### src/rtl/branch_resolve_unit_if.sv
// Pipeline <-> branch resolve unit signal bundle: fetch prediction, execute outcome, resolve outputs.
// Purely wiring, no latency of its own.
// No backpressure: stall_d/stall_e are the only hold controls; BRU_PERF_CNT_EN adds the counter signals.
interface branch_resolve_unit_if #(
    parameter int XLEN = 32
`ifdef BRU_PERF_CNT_EN
    , parameter int CNT_W = 16
`endif
);
    logic            f_valid;
    logic [XLEN-1:0] f_pc;
    logic            f_predict_taken;
    logic [XLEN-1:0] f_pred_target;
    logic            stall_d;
    logic            stall_e;
    logic            e_is_branch;
    logic            e_cond_pass;
    logic [XLEN-1:0] e_target;
    logic            branch;
    logic            taken;
    logic            redirect_valid;
    logic [XLEN-1:0] redirect_pc;
    logic            flush;
`ifdef BRU_PERF_CNT_EN
    logic [CNT_W-1:0] br_count;
    logic [CNT_W-1:0] mp_count;
`endif

    // Pipeline side: drives fetch/execute information, consumes resolve results.
    modport master (
        output f_valid, f_pc, f_predict_taken, f_pred_target,
        output stall_d, stall_e, e_is_branch, e_cond_pass, e_target,
        input  branch, taken, redirect_valid, redirect_pc, flush
`ifdef BRU_PERF_CNT_EN
        , input br_count, mp_count
`endif
    );

    // Branch resolve unit side.
    modport slave (
        input  f_valid, f_pc, f_predict_taken, f_pred_target,
        input  stall_d, stall_e, e_is_branch, e_cond_pass, e_target,
        output branch, taken, redirect_valid, redirect_pc, flush
`ifdef BRU_PERF_CNT_EN
        , output br_count, mp_count
`endif
    );
endinterface

### src/rtl/branch_resolve_unit.sv
// Execute-stage branch resolution: shadows fetch predictions through D/E and checks them against the outcome.
// Latency 1: branch/taken/redirect one cycle after resolve; flush held FLUSH_CYCLES cycles from that cycle.
// No backpressure: stall_e defers resolution, stalls never pause a flush; BRU_PERF_CNT_EN adds saturating counters.
module branch_resolve_unit #(
    parameter int XLEN         = 32,
    parameter int FLUSH_CYCLES = 2
`ifdef BRU_PERF_CNT_EN
    , parameter int CNT_W      = 16
`endif
) (
    input  logic                  clk,
    input  logic                  reset,
    branch_resolve_unit_if.slave  bru
);

    typedef enum logic {IDLE, FLUSH} state_t;

    localparam int              FC_W    = (FLUSH_CYCLES > 1) ? $clog2(FLUSH_CYCLES) : 1;
    localparam logic [FC_W-1:0] FC_LOAD = FC_W'(FLUSH_CYCLES - 1);

    // Decode / Execute shadow registers
    logic            d_vld_q, d_vld_d, d_pt_q, d_pt_d;
    logic [XLEN-1:0] d_pc_q, d_pc_d, d_tgt_q, d_tgt_d;
    logic            e_vld_q, e_vld_d, e_pt_q, e_pt_d;
    logic [XLEN-1:0] e_pc_q, e_pc_d, e_tgt_q, e_tgt_d;

    // Flush FSM
    state_t          state_q, state_d;
    logic [FC_W-1:0] fcnt_q, fcnt_d;
    logic            flush;

    // Registered outputs
    logic            branch_q, taken_q, rdr_vld_q;
    logic [XLEN-1:0] rdr_pc_q;

    logic            resolve, mispredict;
    logic [XLEN-1:0] correct_pc;

    // Shadow register next state: stalls hold, a stalled Decode feeds a bubble, flush kills both.
    always_comb begin
        d_vld_d = d_vld_q;
        d_pc_d  = d_pc_q;
        d_pt_d  = d_pt_q;
        d_tgt_d = d_tgt_q;
        e_vld_d = e_vld_q;
        e_pc_d  = e_pc_q;
        e_pt_d  = e_pt_q;
        e_tgt_d = e_tgt_q;
        if (!bru.stall_d) begin
            d_vld_d = bru.f_valid;
            d_pc_d  = bru.f_pc;
            d_pt_d  = bru.f_predict_taken;
            d_tgt_d = bru.f_pred_target;
        end
        if (!bru.stall_e) begin
            if (bru.stall_d) begin
                e_vld_d = 1'b0;
            end else begin
                e_vld_d = d_vld_q;
                e_pc_d  = d_pc_q;
                e_pt_d  = d_pt_q;
                e_tgt_d = d_tgt_q;
            end
        end
        if (flush) begin
            d_vld_d = 1'b0;
            e_vld_d = 1'b0;
        end
    end

    // Shadow register storage.
    always_ff @(posedge clk or posedge reset) begin
        if (reset) begin
            d_vld_q <= 1'b0;
            d_pc_q  <= '0;
            d_pt_q  <= 1'b0;
            d_tgt_q <= '0;
            e_vld_q <= 1'b0;
            e_pc_q  <= '0;
            e_pt_q  <= 1'b0;
            e_tgt_q <= '0;
        end else begin
            d_vld_q <= d_vld_d;
            d_pc_q  <= d_pc_d;
            d_pt_q  <= d_pt_d;
            d_tgt_q <= d_tgt_d;
            e_vld_q <= e_vld_d;
            e_pc_q  <= e_pc_d;
            e_pt_q  <= e_pt_d;
            e_tgt_q <= e_tgt_d;
        end
    end

    // Resolve once per unstalled branch in Execute; a wrong direction or a wrong taken target mispredicts.
    always_comb begin
        resolve    = e_vld_q & bru.e_is_branch & ~bru.stall_e & (state_q == IDLE);
        mispredict = (e_pt_q != bru.e_cond_pass) |
                     (bru.e_cond_pass & e_pt_q & (e_tgt_q != bru.e_target));
        correct_pc = bru.e_cond_pass ? bru.e_target : (e_pc_q + XLEN'(4));
    end

    // Predictor update strobe and redirect, registered one cycle after the resolve.
    always_ff @(posedge clk or posedge reset) begin
        if (reset) begin
            branch_q  <= 1'b0;
            taken_q   <= 1'b0;
            rdr_vld_q <= 1'b0;
            rdr_pc_q  <= '0;
        end else begin
            branch_q  <= resolve;
            taken_q   <= resolve & bru.e_cond_pass;
            rdr_vld_q <= resolve & mispredict;
            if (resolve && mispredict) begin
                rdr_pc_q <= correct_pc;
            end
        end
    end

    // Flush FSM state register.
    always_ff @(posedge clk or posedge reset) begin
        if (reset) begin
            state_q <= IDLE;
            fcnt_q  <= '0;
        end else begin
            state_q <= state_d;
            fcnt_q  <= fcnt_d;
        end
    end

    // Flush FSM next state: enter on mispredict, leave after the down-counter reaches zero.
    always_comb begin
        state_d = state_q;
        fcnt_d  = fcnt_q;
        case (state_q)
            IDLE: begin
                if (resolve && mispredict) begin
                    state_d = FLUSH;
                    fcnt_d  = FC_LOAD;
                end
            end
            FLUSH: begin
                if (fcnt_q == '0) begin
                    state_d = IDLE;
                end else begin
                    fcnt_d = fcnt_q - FC_W'(1);
                end
            end
            default: state_d = IDLE;
        endcase
    end

    // Flush FSM output: flush is asserted for every cycle spent in FLUSH.
    always_comb begin
        flush = (state_q == FLUSH);
    end

    assign bru.branch         = branch_q;
    assign bru.taken          = taken_q;
    assign bru.redirect_valid = rdr_vld_q;
    assign bru.redirect_pc    = rdr_pc_q;
    assign bru.flush          = flush;

`ifdef BRU_PERF_CNT_EN
    logic [CNT_W-1:0] br_cnt_q, br_cnt_d, mp_cnt_q, mp_cnt_d;

    // Saturating resolve / mispredict counters.
    always_comb begin
        br_cnt_d = br_cnt_q;
        mp_cnt_d = mp_cnt_q;
        if (resolve && (br_cnt_q != '1)) begin
            br_cnt_d = br_cnt_q + CNT_W'(1);
        end
        if (resolve && mispredict && (mp_cnt_q != '1)) begin
            mp_cnt_d = mp_cnt_q + CNT_W'(1);
        end
    end

    // Counter storage.
    always_ff @(posedge clk or posedge reset) begin
        if (reset) begin
            br_cnt_q <= '0;
            mp_cnt_q <= '0;
        end else begin
            br_cnt_q <= br_cnt_d;
            mp_cnt_q <= mp_cnt_d;
        end
    end

    assign bru.br_count = br_cnt_q;
    assign bru.mp_count = mp_cnt_q;
`endif

endmodule

### src/flat_wrapper.sv
// flat-port wrapper written by rule: the top's interface ports become plain ports
module branch_resolve_unit_flat 
#(
    parameter int XLEN         = 32,
    parameter int FLUSH_CYCLES = 2

)
  (clk, reset, bru_f_valid, bru_f_pc, bru_f_predict_taken, bru_f_pred_target, bru_stall_d, bru_stall_e, bru_e_is_branch, bru_e_cond_pass, bru_e_target, bru_branch, bru_taken, bru_redirect_valid, bru_redirect_pc, bru_flush);
  branch_resolve_unit_if #(.XLEN(XLEN)) bru_i ();
  input  logic clk;
  input  logic reset;
  input wire logic [$bits(bru_i.f_valid)-1:0] bru_f_valid;
  input wire logic [$bits(bru_i.f_pc)-1:0] bru_f_pc;
  input wire logic [$bits(bru_i.f_predict_taken)-1:0] bru_f_predict_taken;
  input wire logic [$bits(bru_i.f_pred_target)-1:0] bru_f_pred_target;
  input wire logic [$bits(bru_i.stall_d)-1:0] bru_stall_d;
  input wire logic [$bits(bru_i.stall_e)-1:0] bru_stall_e;
  input wire logic [$bits(bru_i.e_is_branch)-1:0] bru_e_is_branch;
  input wire logic [$bits(bru_i.e_cond_pass)-1:0] bru_e_cond_pass;
  input wire logic [$bits(bru_i.e_target)-1:0] bru_e_target;
  output wire logic [$bits(bru_i.branch)-1:0] bru_branch;
  output wire logic [$bits(bru_i.taken)-1:0] bru_taken;
  output wire logic [$bits(bru_i.redirect_valid)-1:0] bru_redirect_valid;
  output wire logic [$bits(bru_i.redirect_pc)-1:0] bru_redirect_pc;
  output wire logic [$bits(bru_i.flush)-1:0] bru_flush;
  assign bru_i.f_valid = bru_f_valid;
  assign bru_i.f_pc = bru_f_pc;
  assign bru_i.f_predict_taken = bru_f_predict_taken;
  assign bru_i.f_pred_target = bru_f_pred_target;
  assign bru_i.stall_d = bru_stall_d;
  assign bru_i.stall_e = bru_stall_e;
  assign bru_i.e_is_branch = bru_e_is_branch;
  assign bru_i.e_cond_pass = bru_e_cond_pass;
  assign bru_i.e_target = bru_e_target;
  assign bru_branch = bru_i.branch;
  assign bru_taken = bru_i.taken;
  assign bru_redirect_valid = bru_i.redirect_valid;
  assign bru_redirect_pc = bru_i.redirect_pc;
  assign bru_flush = bru_i.flush;
  branch_resolve_unit #(.XLEN(XLEN), .FLUSH_CYCLES(FLUSH_CYCLES)) u_core (.clk(clk), .reset(reset), .bru(bru_i));
endmodule
### config.mk
export PLATFORM = sky130hd
export DESIGN_NAME = branch_resolve_unit_flat
export DESIGN_NICKNAME = d
export VERILOG_FILES = /design/src/rtl/branch_resolve_unit_if.sv /design/src/rtl/branch_resolve_unit.sv /design/src/flat_wrapper.sv
export SDC_FILE = /design/constraint.sdc
export NUM_CORES = 1
export LEC_CHECK = 0
export CORE_ASPECT_RATIO = 0.8
export CORE_MARGIN = 1
export CORE_UTILIZATION = 57
export CTS_CLUSTER_DIAMETER = 80
export DETAILED_ROUTE_END_ITERATION = 8
export DONT_BUFFER_PORTS = 1
export PLACE_DENSITY = 0.79
export REMOVE_ABC_BUFFERS = 1
export SLEW_MARGIN = 10
export SYNTH_ARGS = -nofsm -noshare
export SYNTH_HDL_FRONTEND = slang
export SYNTH_SLANG_ARGS = --single-unit
### constraint.sdc
create_clock -name clk -period 5.3 [get_ports clk]
set_input_delay 0.795 -clock clk [delete_from_list [all_inputs] [get_ports clk]]
set_output_delay 0.795 -clock clk [all_outputs]
set_load 0.02 [all_outputs]
* After elaboration in Yosys (flattened, before gate mapping)
Index checks and enable logic that the tools add are counted.
** Word-level totals
- Bits in registers :: 169
- Bits of input ports :: 104
- Output and inout port bits :: 36
- Logic and storage cells :: 46
** Operators by class
- $add $sub $neg :: 2
- Equal/unequal tests :: 5
- Multiplexer cells :: 12
- Bitwise gates (word level) :: 11
- Reductions and logical operators :: 2
** Operators with widths (count)
- $add A32 B3 Y32 const B :: 1
- $mux W32 :: 1
- $ne A32 B32 Y1 :: 1
- $mux W1 :: 9
- $and A1 B1 Y1 :: 7
- $ne A2 B1 Y1 const B :: 2
- $pmux W1 S2 :: 2
- $not A1 Y1 :: 3
- $ne A2 B2 Y1 const B :: 1
- $reduce_and A2 Y1 :: 1
- $logic_and A1 B1 Y1 :: 1
- $ne A1 B1 Y1 :: 1
- $or A1 B1 Y1 :: 1
- $sub A1 B1 Y1 const B :: 1

* Longest topological paths before layout
Gate-level depths: netlist (run 1).
- Word-level depth :: 6
- Depth in mapped cells :: 7
- Mapped depth without buffers :: 7

* Worst setup path before layout (run 1)
Ideal clock, no wire load.
- Path type :: input to register
- Start point :: input bru_e_target[14]
- End point :: register u_core.rdr_pc_q[18], in the netlist u_core.bru.redirect_pc[18]
- Library setup time :: 128 ps
- Data arrival time :: 2195 ps
- Data required time :: 5172 ps
- Path slack :: 2978 ps
- Cell stages on the path :: 7
- Path buffers :: 1
- Cells stage by stage :: xor2_1 > nor4_1 > nand4_1 > o211ai_1 > nand2_1 > buf_2 > mux2_1
** On the way
- Word-level cells in the longest chain between the ends :: 4
** RTL lines
- start: declaration :: line flat_wrapper.sv:20 : input wire logic [$bits(bru_i.e_target)-1:0] bru_e_target;
- $ne A32 B32 Y1 :: line branch_resolve_unit.sv:98 : (bru.e_cond_pass & e_pt_q & (e_tgt_q != bru.e_target));
- $and A1 B1 Y1 :: line branch_resolve_unit.sv:98
- $or A1 B1 Y1 :: line branch_resolve_unit.sv:97 : mispredict = (e_pt_q != bru.e_cond_pass) |
- $logic_and A1 B1 Y1 :: line branch_resolve_unit.sv:113 : if (resolve && mispredict) begin
- end signal: assignment :: line branch_resolve_unit.sv:114 : rdr_pc_q <= correct_pc;
- end: declaration :: line branch_resolve_unit.sv:34 : logic [XLEN-1:0] rdr_pc_q;
Every way passes these cells.
A chain may end at the register's enable or synchronous reset.

* Worst setup path in the final report (run 1)
- Start point :: register u_core.e_tgt_q[21]
- End point :: register u_core.rdr_pc_q[26], in the netlist u_core.bru.redirect_pc[26]
** On the way
- Word-level cells in the longest chain between the ends :: 4
** RTL lines
- start: declaration :: line branch_resolve_unit.sv:25 : logic [XLEN-1:0] e_pc_q, e_pc_d, e_tgt_q, e_tgt_d;
- start signal: assignment :: line branch_resolve_unit.sv:90 : e_tgt_q <= e_tgt_d;
- $ne A32 B32 Y1 :: line branch_resolve_unit.sv:98
- $and A1 B1 Y1 :: line branch_resolve_unit.sv:98
- $or A1 B1 Y1 :: line branch_resolve_unit.sv:97
- $logic_and A1 B1 Y1 :: line branch_resolve_unit.sv:113
Every way passes these cells.

==> metrics.md, run 1 <==
| Metric | Value |
|---|---|
| EDFF count, synth | `0` |
| Die Y | `105 um` |
| Average size of a mapped cell | `13.3 um2` |
| Outcome | `completed` |
| Critical Path Sink Type | `register` |
| DRC | `0` |
| Pwr dens | `437 mW/mm2` |
| CP top delay family | `simple AND/OR/NAND/NOR gates` |
| Critical Path Fanout Max | `34` |
| Post-Route WL | `15900 um` |
| Final Critical Period | `2.86 ns` |
| TNS Setup | `0 ns` |
| CTS clk-pin slew, worst paths | `0.07 ns` |
| Met1 usage | `30.6%` |
| Synth async-reset ratio | `100%` |
| Post-Layout Cell Count | `748` |
| Crit-path slowest cell | `nand2_2` |
| Slew Limit Fails | `0` |
| Post-synth cell types | `37` |
| Initial antenna violation count | `2` |
| Crit path DAT | `3.16 ns` |
| Finished Cell Area | `0.00821 mm2` |
| FILL cells | `989` |
| Setup Viol. Count Final | `0` |
| Post-route ant nets | `0` |
| # diodes | `0` |
| Yosys top cell by area | `dfrtp_1` |
| Dpl cells | `717` |
| Detail Placement HPWL | `11000 um` |
| Clk_lat worst skew | `0.43 ns` |
| Max-cap violation count | `0` |
| Ports | `140` |
| Worst r2r dst | `u_core.bru.redirect_pc[26]` |
| Vias | `4355` |
| Core Area | `0.0128 mm2` |
| Achievable Freq | `350 MHz` |
| CTS Buf Count | `17` |
| Grt ovf | `0` |
| Largest cells by area after synthesis | `dfrtp_1 (56%), mux2_2 (23%), xor2_1 (4.6%), xnor2_1 (2.3%), nand2_1 (2.1%)` |
| CTS tree | `done` |
| Cells on worst reg2reg path | `6` |
| Slew HR | `38.1%` |
| Synth top area share | `56.4%` |
| Crit share post-route | `54.0%` |
| Most common cell after layout, fill and taps aside | `dfrtp_1` |
| Yosys warns | `0` |
| Iteration-0 DRC Markers | `180` |
| Clock Skew | `0.0117 ns` |
| Area growth syn-to-layout | `9.43%` |
| Post-CTS Setup Inserts | `0` |
| Placed inst area | `0.00765 mm2` |
| Die area | `0.0136 mm2` |
| Largest net degree at the start of global routing | `71` |
| Gpl congestion | `0.783` |
| Clock Root Buffer | `clkbuf_16` |
| Setup slack, reg-to-reg | `2.44 ns` |
| # rows | `37` |
| CP required | `5.60 ns` |
| Crit Reg-Reg Startpoint | `u_core.e_tgt_q[21]` |
| Hold buffers post-CTS | `0` |
| Peak supply drop | `0.248 mV` |
| Global-route wire length before repair | `24700 um` |
| Port bufs | `0` |
| Sequential-to-total area share from yosys stat | `56.4%` |
| Vias in the first global route | `4662` |
| CP startpoint kind | `register` |
| Hold Fails Final Rpt | `0` |
| Total GRT Usage | `24.8%` |
| Die width | `130 um` |
| Pleak | `3.40 nW` |
| Met3 GRT Util | `12.3%` |
| RSZ-0062 raised after global routing | `false` |
| # resized after CTS | `0` |
| Initial Util | `58.5%` |
| #FFs+latches synth | `169` |
| Routed length per instance | `21.2 um` |
| Commonest cells after routing, fill and taps aside | `dfrtp_1 (169), mux2_2 (151), nand2_1 (41)` |
| DR pass1 iterations | `4` |
| Crit path largest cell delay | `0.54 ns` |
| Setup Crit Path Kind | `reg -> reg` |
| Nets@finish | `667` |
| Hold crit path type | `in -> async` |
| Drt via density | `5.82` |
| H-tree levels | `4` |
| Met2 usage | `38.2%` |
| CTS sink count | `169` |
| Max Root-Sink Buffers | `2` |
| Worst slew pin tran | `0.926 ns` |
| Main synth FF type | `dfrtp_1` |
| Cell Area, Synth | `0.00750 mm2` |
| Share of post-route cells with drive strength above 1 | `34.7%` |
| Min Hold Slack | `0.323 ns` |
| CP bufs+invs | `0` |
| Syn Inst Count | `565` |
| Crit path cell chain | `xor2_1 > nor4_1 > nand4_1 > o211ai_1 > nand2_2 > mux2_1` |
| Grt peak-use layer | `met2` |
-- sequential cells by signal, indices dropped and copies added, names as in the netlist, 32 cells and up --
signal                  count
u_core.d_pc_q              32
u_core.bru.redirect_pc     32
u_core.e_tgt_q             32
u_core.e_pc_q              32
u_core.d_tgt_q             32
-- metrics by stage --
stage               total power [mW]  setup WS, ns  util, %
global route                    3.75          2.26     64.0
CTS                             3.62          2.41     64.0
floorplan                       2.27       -0.0701        -
global placement                2.39          2.05     59.6
detailed placement              2.43          2.00     59.6
finish                          3.59          2.44     64.0
-- cell usage after synthesis (3+ instances only) --
library cell and number:
buf_1 4, buf_2 4, clkbuf_1 17, dfrtp_1 169, inv_1 7, mux2_1 9, mux2_2 151, nand2_1 42
nand3_1 14, nand4_1 5, nor2_1 8, nor3_1 3, nor3_2 3, nor4_1 9, nor4_2 5, o21ai_0 22
o21ai_1 11, xnor2_1 20, xor2_1 39
-- power by group --
| part | leakage, nW | switching [mW] | internal, mW |
|---|---|---|---|
| Clock | 0.262 | 0.518 | 0.660 |
| Combinational | 1.12 | 0.187 | 0.277 |
| Sequential | 2.02 | 0.384 | 1.56 |
-- layer usage --
metal	routed length (um)	vias to the layer above
met4	186	2
li1	-	1977
met5	13	-
met3	1760	16
met1	6380	2214
met2	7540	146
-- logic make-up (layout without fill, tap and decap cells) --
kind of cell	after synthesis	in the layout	synth area share (%)
AO/OA/AOI/OAI	37	37	2.60
XOR/XNOR	59	59	6.89
adder cells (fa/ha/maj)	2	2	0.334
buffers and inverters	33	41	1.82
flip-flops	169	169	56.4
multiplexers	161	161	24.2
AND/OR/NAND/NOR	104	104	7.81
-- worst max-delay path by stage --
stage / start / end / slack, ns / cells past startpoint
4_1_cts: u_core.e_tgt_q[18] / u_core.bru.redirect_pc[26] / 2.41 / 6
3_5_place_dp: bru_e_target[3] / u_core.bru.redirect_pc[18] / 2.00 / 6
5_1_grt: u_core.e_tgt_q[3] / u_core.bru.redirect_pc[20] / 2.26 / 6
3_3_place_gp: bru_e_target[18] / u_core.bru.redirect_pc[24] / 2.05 / 6
2_1_floorplan: reset / u_core.bru.branch / -0.07 / 1
6_report: u_core.e_tgt_q[21] / u_core.bru.redirect_pc[26] / 2.44 / 6
-- cell type report --
class	count	area, um2	share of cell area, %
flip-flops and latches	169	4230	51.5
multi-input cells	363	3140	38.3
clock buffers	18	439	5.35
well taps	175	219	2.67
clock inverters	13	121	1.48
inverters	7	31.3	0.381
repair buffers	3	22.5	0.274
No activity file was read; power rests on OpenSTA's default activity.
==> inputs of run 2 (changes only) <==
==> constraint.sdc (replaced) <==
create_clock -name clk -period 2.4 [get_ports clk]
set_input_delay 0.36 -clock clk [delete_from_list [all_inputs] [get_ports clk]]
set_output_delay 0.36 -clock clk [all_outputs]
set_load 0.02 [all_outputs]
==> run 2 against run 1 <==
Net effect: sequential share of layout area is 1.4 points lower; register-to-register slack worse by 2.4 ns; first-iteration DRC count is 8.9% higher; routed wire length is 2.3% lower; sequential power is 120% higher; final area is 2.7% higher; worst hold slack worse by 0.25 ns; combinational power is 140% higher; global-route usage is 0.14 points lower; power is 130% higher; critical path type unchanged; critical endpoint is now u_core.bru.redirect_pc[31].
==> metrics.md, run 2 (synthesis results as in run 1) <==
| Metric | Value |
|---|---|
| CTS clk-pin slew, worst paths | `0.07 ns (about the same)` |
| # rows | `37 (unchanged)` |
| Slew HR | `67.5% (+29 points)` |
| Post-Route WL | `15500 um (-2.3%)` |
| Gpl congestion | `0.786 (+0.37%)` |
| Crit-path slowest cell | `dfrtp_1` |
| Vias in the first global route | `4665 (+0.064%)` |
| Pwr dens | `963 mW/mm2 (+120%)` |
| Hold Path End | `u_core.d_tgt_q[27]` |
| Psw | `2.37 mW (+120%)` |
| Setup slack, reg-to-reg | `0.09 ns (-2.35 ns)` |
| Min setup slack post-route | `0.0877 ns (-2.35 ns)` |
| Core Util, Final | `65.8% (+1.8 points)` |
| Outcome | `completed` |
| Post-route ant nets | `0 (unchanged)` |
| Post-Layout Cell Count | `763 (+2.0%)` |
| CTS Buf Count | `17 (unchanged)` |
| Ports | `140 (unchanged)` |
| Cell-internal power | `5.75 mW (+130%)` |
| TNS Setup | `0 ns (unchanged)` |
| Global-route wire length before repair | `24700 um (about the same)` |
| Clk_lat worst skew | `0.44 ns (about the same)` |
| Peak supply drop | `0.614 mV (+150%)` |
| Max-cap violation count | `0 (unchanged)` |
| Area growth syn-to-layout | `12.4%` |
| Worst slew pin tran | `0.483 ns (-0.443 ns)` |
| Comb power frac | `13.5% (+0.6 points)` |
| Finished Cell Area | `0.00843 mm2 (+2.7%)` |
| Commonest cells after routing, fill and taps aside | `dfrtp_1 (169), mux2_2 (151), nand2_1 (41)` |
| Setup Viol. Count Final | `0 (unchanged)` |
| Crit path largest cell delay | `0.40 ns (-0.14 ns)` |
| Dpl cells | `730 (+1.8%)` |
| Nets@finish | `681 (+2.1%)` |
| Initial Util | `58.5% (unchanged)` |
| Clock Skew | `0.0114 ns (-0.000238 ns)` |
| Crit path DAT | `2.61 ns (-0.55 ns)` |
| Placed inst area | `0.00781 mm2 (+2.1%)` |
| Port bufs | `0 (unchanged)` |
| Routed length per instance | `20.3 um (-4.2%)` |
| Grt ovf | `0 (unchanged)` |
| Most common cell after layout, fill and taps aside | `dfrtp_1` |
| Crit path cell chain | `xor2_1 > nor4_1 > nand4_1 > o211ai_1 > nand2_2 > buf_12 > mux2_1` |
| # diodes | `0 (unchanged)` |
| Cells on worst reg2reg path | `7 (+1)` |
| Slew Limit Fails | `0 (unchanged)` |
| Crit share post-route | `96.3% (+42 points)` |
| Detail Placement HPWL | `10700 um (-2.8%)` |
| H-tree levels | `4 (unchanged)` |
| Hold Fails Final Rpt | `0 (unchanged)` |
| Core Area | `0.0128 mm2 (unchanged)` |
| Worst r2r dst | `u_core.bru.redirect_pc[31]` |
| Die area | `0.0136 mm2 (unchanged)` |
| Setup Crit Path Kind | `reg -> reg` |
| Final Critical Period | `2.31 ns (-0.549 ns)` |
| Die Y | `105 um (unchanged)` |
| Iteration-0 DRC Markers | `196 (+8.9%)` |
| Critical Path Sink Type | `register` |
| Critical Path Fanout Max | `19 (-44%)` |
| DRC | `0 (unchanged)` |
| Clock network power share | `33.9% (+1.0 points)` |
| Largest net degree at the start of global routing | `73 (+2.8%)` |
| DR pass1 iterations | `4 (unchanged)` |
| FILL cells | `929 (-6.1%)` |
| Clock Root Buffer | `clkbuf_16` |
| Crit Reg-Reg Startpoint | `u_core.e_tgt_q[7]` |
| Hold Startpoint | `bru_f_pred_target[27]` |
| Hold crit path type | `in -> reg` |
| CP startpoint kind | `register` |
| Vias | `4366 (+0.25%)` |
| Drt via density | `5.72 (-1.7%)` |
| Sw Ratio | `29.2% (-1.2 points)` |
| Share of post-route cells with drive strength above 1 | `36.4% (+1.7 points)` |
| Sequential power share | `52.5% (-1.7 points)` |
| CP required | `2.70 ns (-2.90 ns)` |
| RSZ-0062 raised after global routing | `false` |
| Die width | `130 um (unchanged)` |
| Total GRT Usage | `24.7% (-0.14 points)` |
| Placement Setup Slack | `0.0375 ns (-1.97 ns)` |
| Max Root-Sink Buffers | `2 (unchanged)` |
| Pleak | `3.51 nW (+3.3%)` |
| Initial antenna violation count | `2 (unchanged)` |
| CTS tree | `done` |
| Hold Path Cell Cnt | `1` |
| Post-CTS Setup Inserts | `0 (unchanged)` |
| Achievable Freq | `432 MHz (+24%)` |
| CP bufs+invs | `1 (+1)` |
| CP top delay family | `simple AND/OR/NAND/NOR gates` |
| CTS sink count | `169 (unchanged)` |
run 2: cell types whose count changed in the layout (fill, tap and decap cells not counted), sizes merged:
cell         previous run  this run
clkbuf                 18        20
dlygate4sd3             0         1
bufinv                  1         3
buf                     3        16
inv                    11         7
clkinvlp                5         3
clkinv                  3         6
run 2: worst max-delay path by stage:
stage                                  start                          to  slack [ns]  depth (start not counted)
final                      u_core.e_tgt_q[7]  u_core.bru.redirect_pc[31]        0.09                          7
after global placement    u_core.e_tgt_q[12]  u_core.bru.redirect_pc[22]        0.07                          8
after CTS                 u_core.e_tgt_q[12]  u_core.bru.redirect_pc[31]       0.004                          8
after global routing       u_core.e_pc_q[13]  u_core.bru.redirect_pc[30]        0.01                          7
after floorplan                        reset           u_core.bru.branch       -2.54                          1
after detailed placement  u_core.e_tgt_q[12]  u_core.bru.redirect_pc[18]        0.04                          8
run 2: power groups by stage:
| stage | clock, mW | combinational (mW) | sequential, mW |
|---|---|---|---|
| 2_1_floorplan | 0 | 0.866 | 4.14 |
| 3_3_place_gp | 0 | 1.03 | 4.28 |
| 3_5_place_dp | 0 | 1.09 | 4.32 |
| 4_1_cts | 2.80 | 1.10 | 4.27 |
| 5_1_grt | 2.91 | 1.22 | 4.35 |
| 6_report | 2.75 | 1.10 | 4.27 |
run 2: final cells by class:
type | count | area [um2] | area share [%]
clock buffers | 20 | 447 | 5.30
repair buffers | 17 | 193 | 2.29
inverters | 7 | 31.3 | 0.371
multi-input cells | 363 | 3160 | 37.5
well taps | 175 | 219 | 2.60
flip-flops and latches | 169 | 4230 | 50.2
clock inverters | 12 | 150 | 1.78
run 2: repair_timing:
item	in CTS	in global routing
hold buffers	1	0
gates resized for setup	0	3
endpoints found under the setup margin	0	32
endpoints found under the hold margin	49	0
run 2: through the flow:
| step | total power [mW] | hold WS [ns] |
|---|---|---|
| after global routing | 8.48 | 0.0538 |
| after floorplan | 5.00 | 0.444 |
| after detailed placement | 5.41 | 0.300 |
| after CTS | 8.18 | 0.0576 |
| final | 8.12 | 0.0711 |
| after global placement | 5.32 | 0.295 |
run 2: metal layers:
| metal | track usage (%) | up-vias | part of all wire [%] |
|---|---|---|---|
| li1 | - | 2001 | - |
| met1 | 31.5 | 2210 | 42 |
| met2 | 38.0 | 128 | 47 |
| met3 | 9.98 | 23 | 9.2 |
| met4 | 8.31 | 4 | 1.3 |
| met5 | 0 | - | 0.15 |
==> inputs of run 3 (changes only) <==
--- a/config.mk
+++ b/config.mk
@@ -7,11 +7,11 @@
 export LEC_CHECK = 0
 export CORE_ASPECT_RATIO = 0.8
 export CORE_MARGIN = 1
-export CORE_UTILIZATION = 57
+export CORE_UTILIZATION = 55
 export CTS_CLUSTER_DIAMETER = 80
 export DETAILED_ROUTE_END_ITERATION = 8
 export DONT_BUFFER_PORTS = 1
-export PLACE_DENSITY = 0.79
+export PLACE_DENSITY = 0.77
 export REMOVE_ABC_BUFFERS = 1
 export SLEW_MARGIN = 10
 export SYNTH_ARGS = -nofsm -noshare
==> run 3 against run 2 <==
Net effect: final area increased by 2.0%; global-route usage about the same; sequential share of layout area decreased by 0.99 points; die area increased by 3.6%; critical endpoint is now u_core.bru.redirect_pc[20]; maximum frequency decreased by 0.50%; clock skew increased by 0.00056 ns.
==> metrics.md, run 3 (synthesis results as in run 1) <==
| Metric | Value |
|---|---|
| Post-Route WL | `16500 um (+6.3%)` |
| Most common cell after layout, fill and taps aside | `dfrtp_1` |
| Routed length per instance | `21.4 um (+5.1%)` |
| Grt ovf | `0 (unchanged)` |
| Min Hold Slack | `0.0678 ns (-0.00330 ns)` |
| CTS sink count | `169 (unchanged)` |
| Core Area | `0.0131 mm2 (+1.8%)` |
| DR pass1 iterations | `5 (+1)` |
| Psw | `2.41 mW (+1.9%)` |
| Sw Ratio | `29.2% (+0.048 points)` |
| Total GRT Usage | `24.6% (about the same)` |
| Finished Cell Area | `0.00860 mm2 (+2.0%)` |
| CP required | `2.71 ns (about the same)` |
| Clock Skew | `0.0120 ns (+0.000556 ns)` |
| Achievable Freq | `430 MHz (-0.50%)` |
| Worst r2r dst | `u_core.bru.redirect_pc[20]` |
| Largest net degree at the start of global routing | `68 (-6.8%)` |
| Placed inst area | `0.00782 mm2 (+0.13%)` |
| Initial antenna violation count | `1 (-1)` |
| Crit share post-route | `96.8% (+0.49 points)` |
| Detail Placement HPWL | `11200 um (+4.8%)` |
| Global-route wire length before repair | `26000 um (+5.0%)` |
| Hold Path Cell Cnt | `1 (unchanged)` |
| H-tree levels | `4 (unchanged)` |
| FILL cells | `956 (+2.9%)` |
| Crit path DAT | `2.63 ns (+0.02 ns)` |
| Total power | `8.26 mW (+1.7%)` |
| Max Root-Sink Buffers | `2 (unchanged)` |
| Clock Root Buffer | `clkbuf_16` |
| Final Critical Period | `2.32 ns (+0.0117 ns)` |
| Reg area | `0.00423 mm2 (unchanged)` |
| Sequential power share | `51.9% (-0.6 points)` |
| Critical Path Sink Type | `register` |
| Die Y | `106 um (+1.8%)` |
| CTS Buf Count | `17 (unchanged)` |
| Hold Path End | `u_core.bru.taken` |
| Die width | `133 um (+1.8%)` |
| Port bufs | `0 (unchanged)` |
| Ports | `140 (unchanged)` |
| Slew Limit Fails | `0 (unchanged)` |
| Multi-input gate area | `0.00319 mm2 (+0.95%)` |
| Nets@finish | `689 (+1.2%)` |
| Hold crit path type | `in -> reg` |
| Pleak | `3.59 nW (+2.2%)` |
| Clock network power share | `34.3% (+0.4 points)` |
| Setup Crit Path Kind | `reg -> reg` |
| Peak supply drop | `0.675 mV (+9.9%)` |
| Outcome | `completed` |
| DRC | `0 (unchanged)` |
| Setup Viol. Count Final | `0 (unchanged)` |
| Critical Path Fanout Max | `6 (-13)` |
| Commonest cells after routing, fill and taps aside | `dfrtp_1 (169), mux2_2 (151), nand2_1 (41)` |
| Slew HR | `63.0% (-4.5 points)` |
| Die area | `0.0141 mm2 (+3.6%)` |
| Cell-internal power | `5.85 mW (+1.6%)` |
| Vias | `4437 (+1.6%)` |
| # rows | `37 (unchanged)` |
| Iteration-0 DRC Markers | `196 (unchanged)` |
| CTS clk-pin slew, worst paths | `0.06 ns (about the same)` |
| Worst slew pin tran | `0.555 ns (+0.0715 ns)` |
| Hold Startpoint | `bru_e_cond_pass` |
| Hold Fails Final Rpt | `0 (unchanged)` |
| Post-route ant nets | `0 (unchanged)` |
| Gpl congestion | `0.813 (+3.5%)` |
| Drt via density | `5.75 (+0.44%)` |
| Initial Util | `57.4% (-1.0 points)` |
| CP startpoint kind | `register` |
| Core Util, Final | `65.9% (+0.14 points)` |
| Cells on worst reg2reg path | `9 (+2)` |
| Crit Reg-Reg Startpoint | `u_core.e_tgt_q[12]` |
| Pwr dens | `960 mW/mm2 (-0.32%)` |
| Vias in the first global route | `4671 (+0.13%)` |
| Comb power frac | `13.8% (+0.3 points)` |
| Share of post-route cells with drive strength above 1 | `37.4% (+1.0 points)` |
| Setup slack, reg-to-reg | `0.08 ns (about the same)` |
| Clk_lat worst skew | `0.43 ns (about the same)` |
| CTS tree | `done` |
| TNS Setup | `0 ns (unchanged)` |
| Max-cap violation count | `0 (unchanged)` |
| Area growth syn-to-layout | `14.7%` |
| CP startpoint | `u_core.e_tgt_q[12]` |
[run 3: cell type report]
class / instances / share of cell area (%)
sequential: 169 / 49.2
multi-input combinational: 363 / 37.1
clock buffer: 22 / 5.51
timing repair buffer: 25 / 3.61
tap: 175 / 2.55
clock inverter: 10 / 1.66
inverter: 7 / 0.364
antenna: 1 / 0.0291
[run 3: stage by stage]
stage	setup WS, ns	std cells
3_3_place_gp	-0.0938	733
6_report	0.0760	772
3_5_place_dp	-0.142	733
2_1_floorplan	-2.54	539
4_1_cts	0.0126	766
5_1_grt	-0.0414	771
[run 3: what timing repair did]
action | 4_1_cts | 5_1_grt
hold buffers | 1 | 0
buffers inserted | 0 | 1
pin swaps | 0 | 4
endpoints found under the hold margin | 57 | 0
gates resized for setup | 1 | 6
endpoints found under the setup margin | 32 | 18
gates cloned | 0 | 4
[run 3: worst max-delay path, stage by stage, from the launching register on]
cell      delay (ns)
dfrtp_1         0.39
xor2_1          0.15
nor4_2          0.31
buf_4           0.16
nand4_1         0.20
o211ai_1        0.24
buf_4           0.17
nand2_8         0.10
buf_12          0.17
mux2_1          0.31
[run 3: per-layer routing]
metal | GRT usage, % | vias to the layer above | wire, um
met1 | 32.8 | 2240 | 7000
li1 | - | 2025 | -
met3 | 10.1 | 16 | 1570
met4 | 8.05 | 2 | 182
met2 | 36.7 | 154 | 7740
met5 | 0 | - | 13
[run 3: worst max path at each step]
| stage | slack [ns] | endpoint | cells after the start |
|---|---|---|---|
| 3_5_place_dp | -0.14 | u_core.bru.redirect_pc[20] | 7 |
| 5_1_grt | -0.04 | u_core.bru.redirect_pc[24] | 9 |
| 4_1_cts | 0.01 | u_core.bru.redirect_pc[24] | 7 |
| 3_3_place_gp | -0.09 | u_core.bru.redirect_pc[18] | 7 |
| 6_report | 0.08 | u_core.bru.redirect_pc[20] | 9 |
| 2_1_floorplan | -2.54 | u_core.bru.branch | 1 |
[run 3: power by group through the flow]
stage / logic (mW) / clock network (mW) / registers, mW
floorplan: 0.866 / 0 / 4.14
global placement: 1.04 / 0 / 4.30
detailed placement: 1.09 / 0 / 4.34
CTS: 1.12 / 2.86 / 4.29
global route: 1.27 / 2.99 / 4.37
finish: 1.14 / 2.83 / 4.28
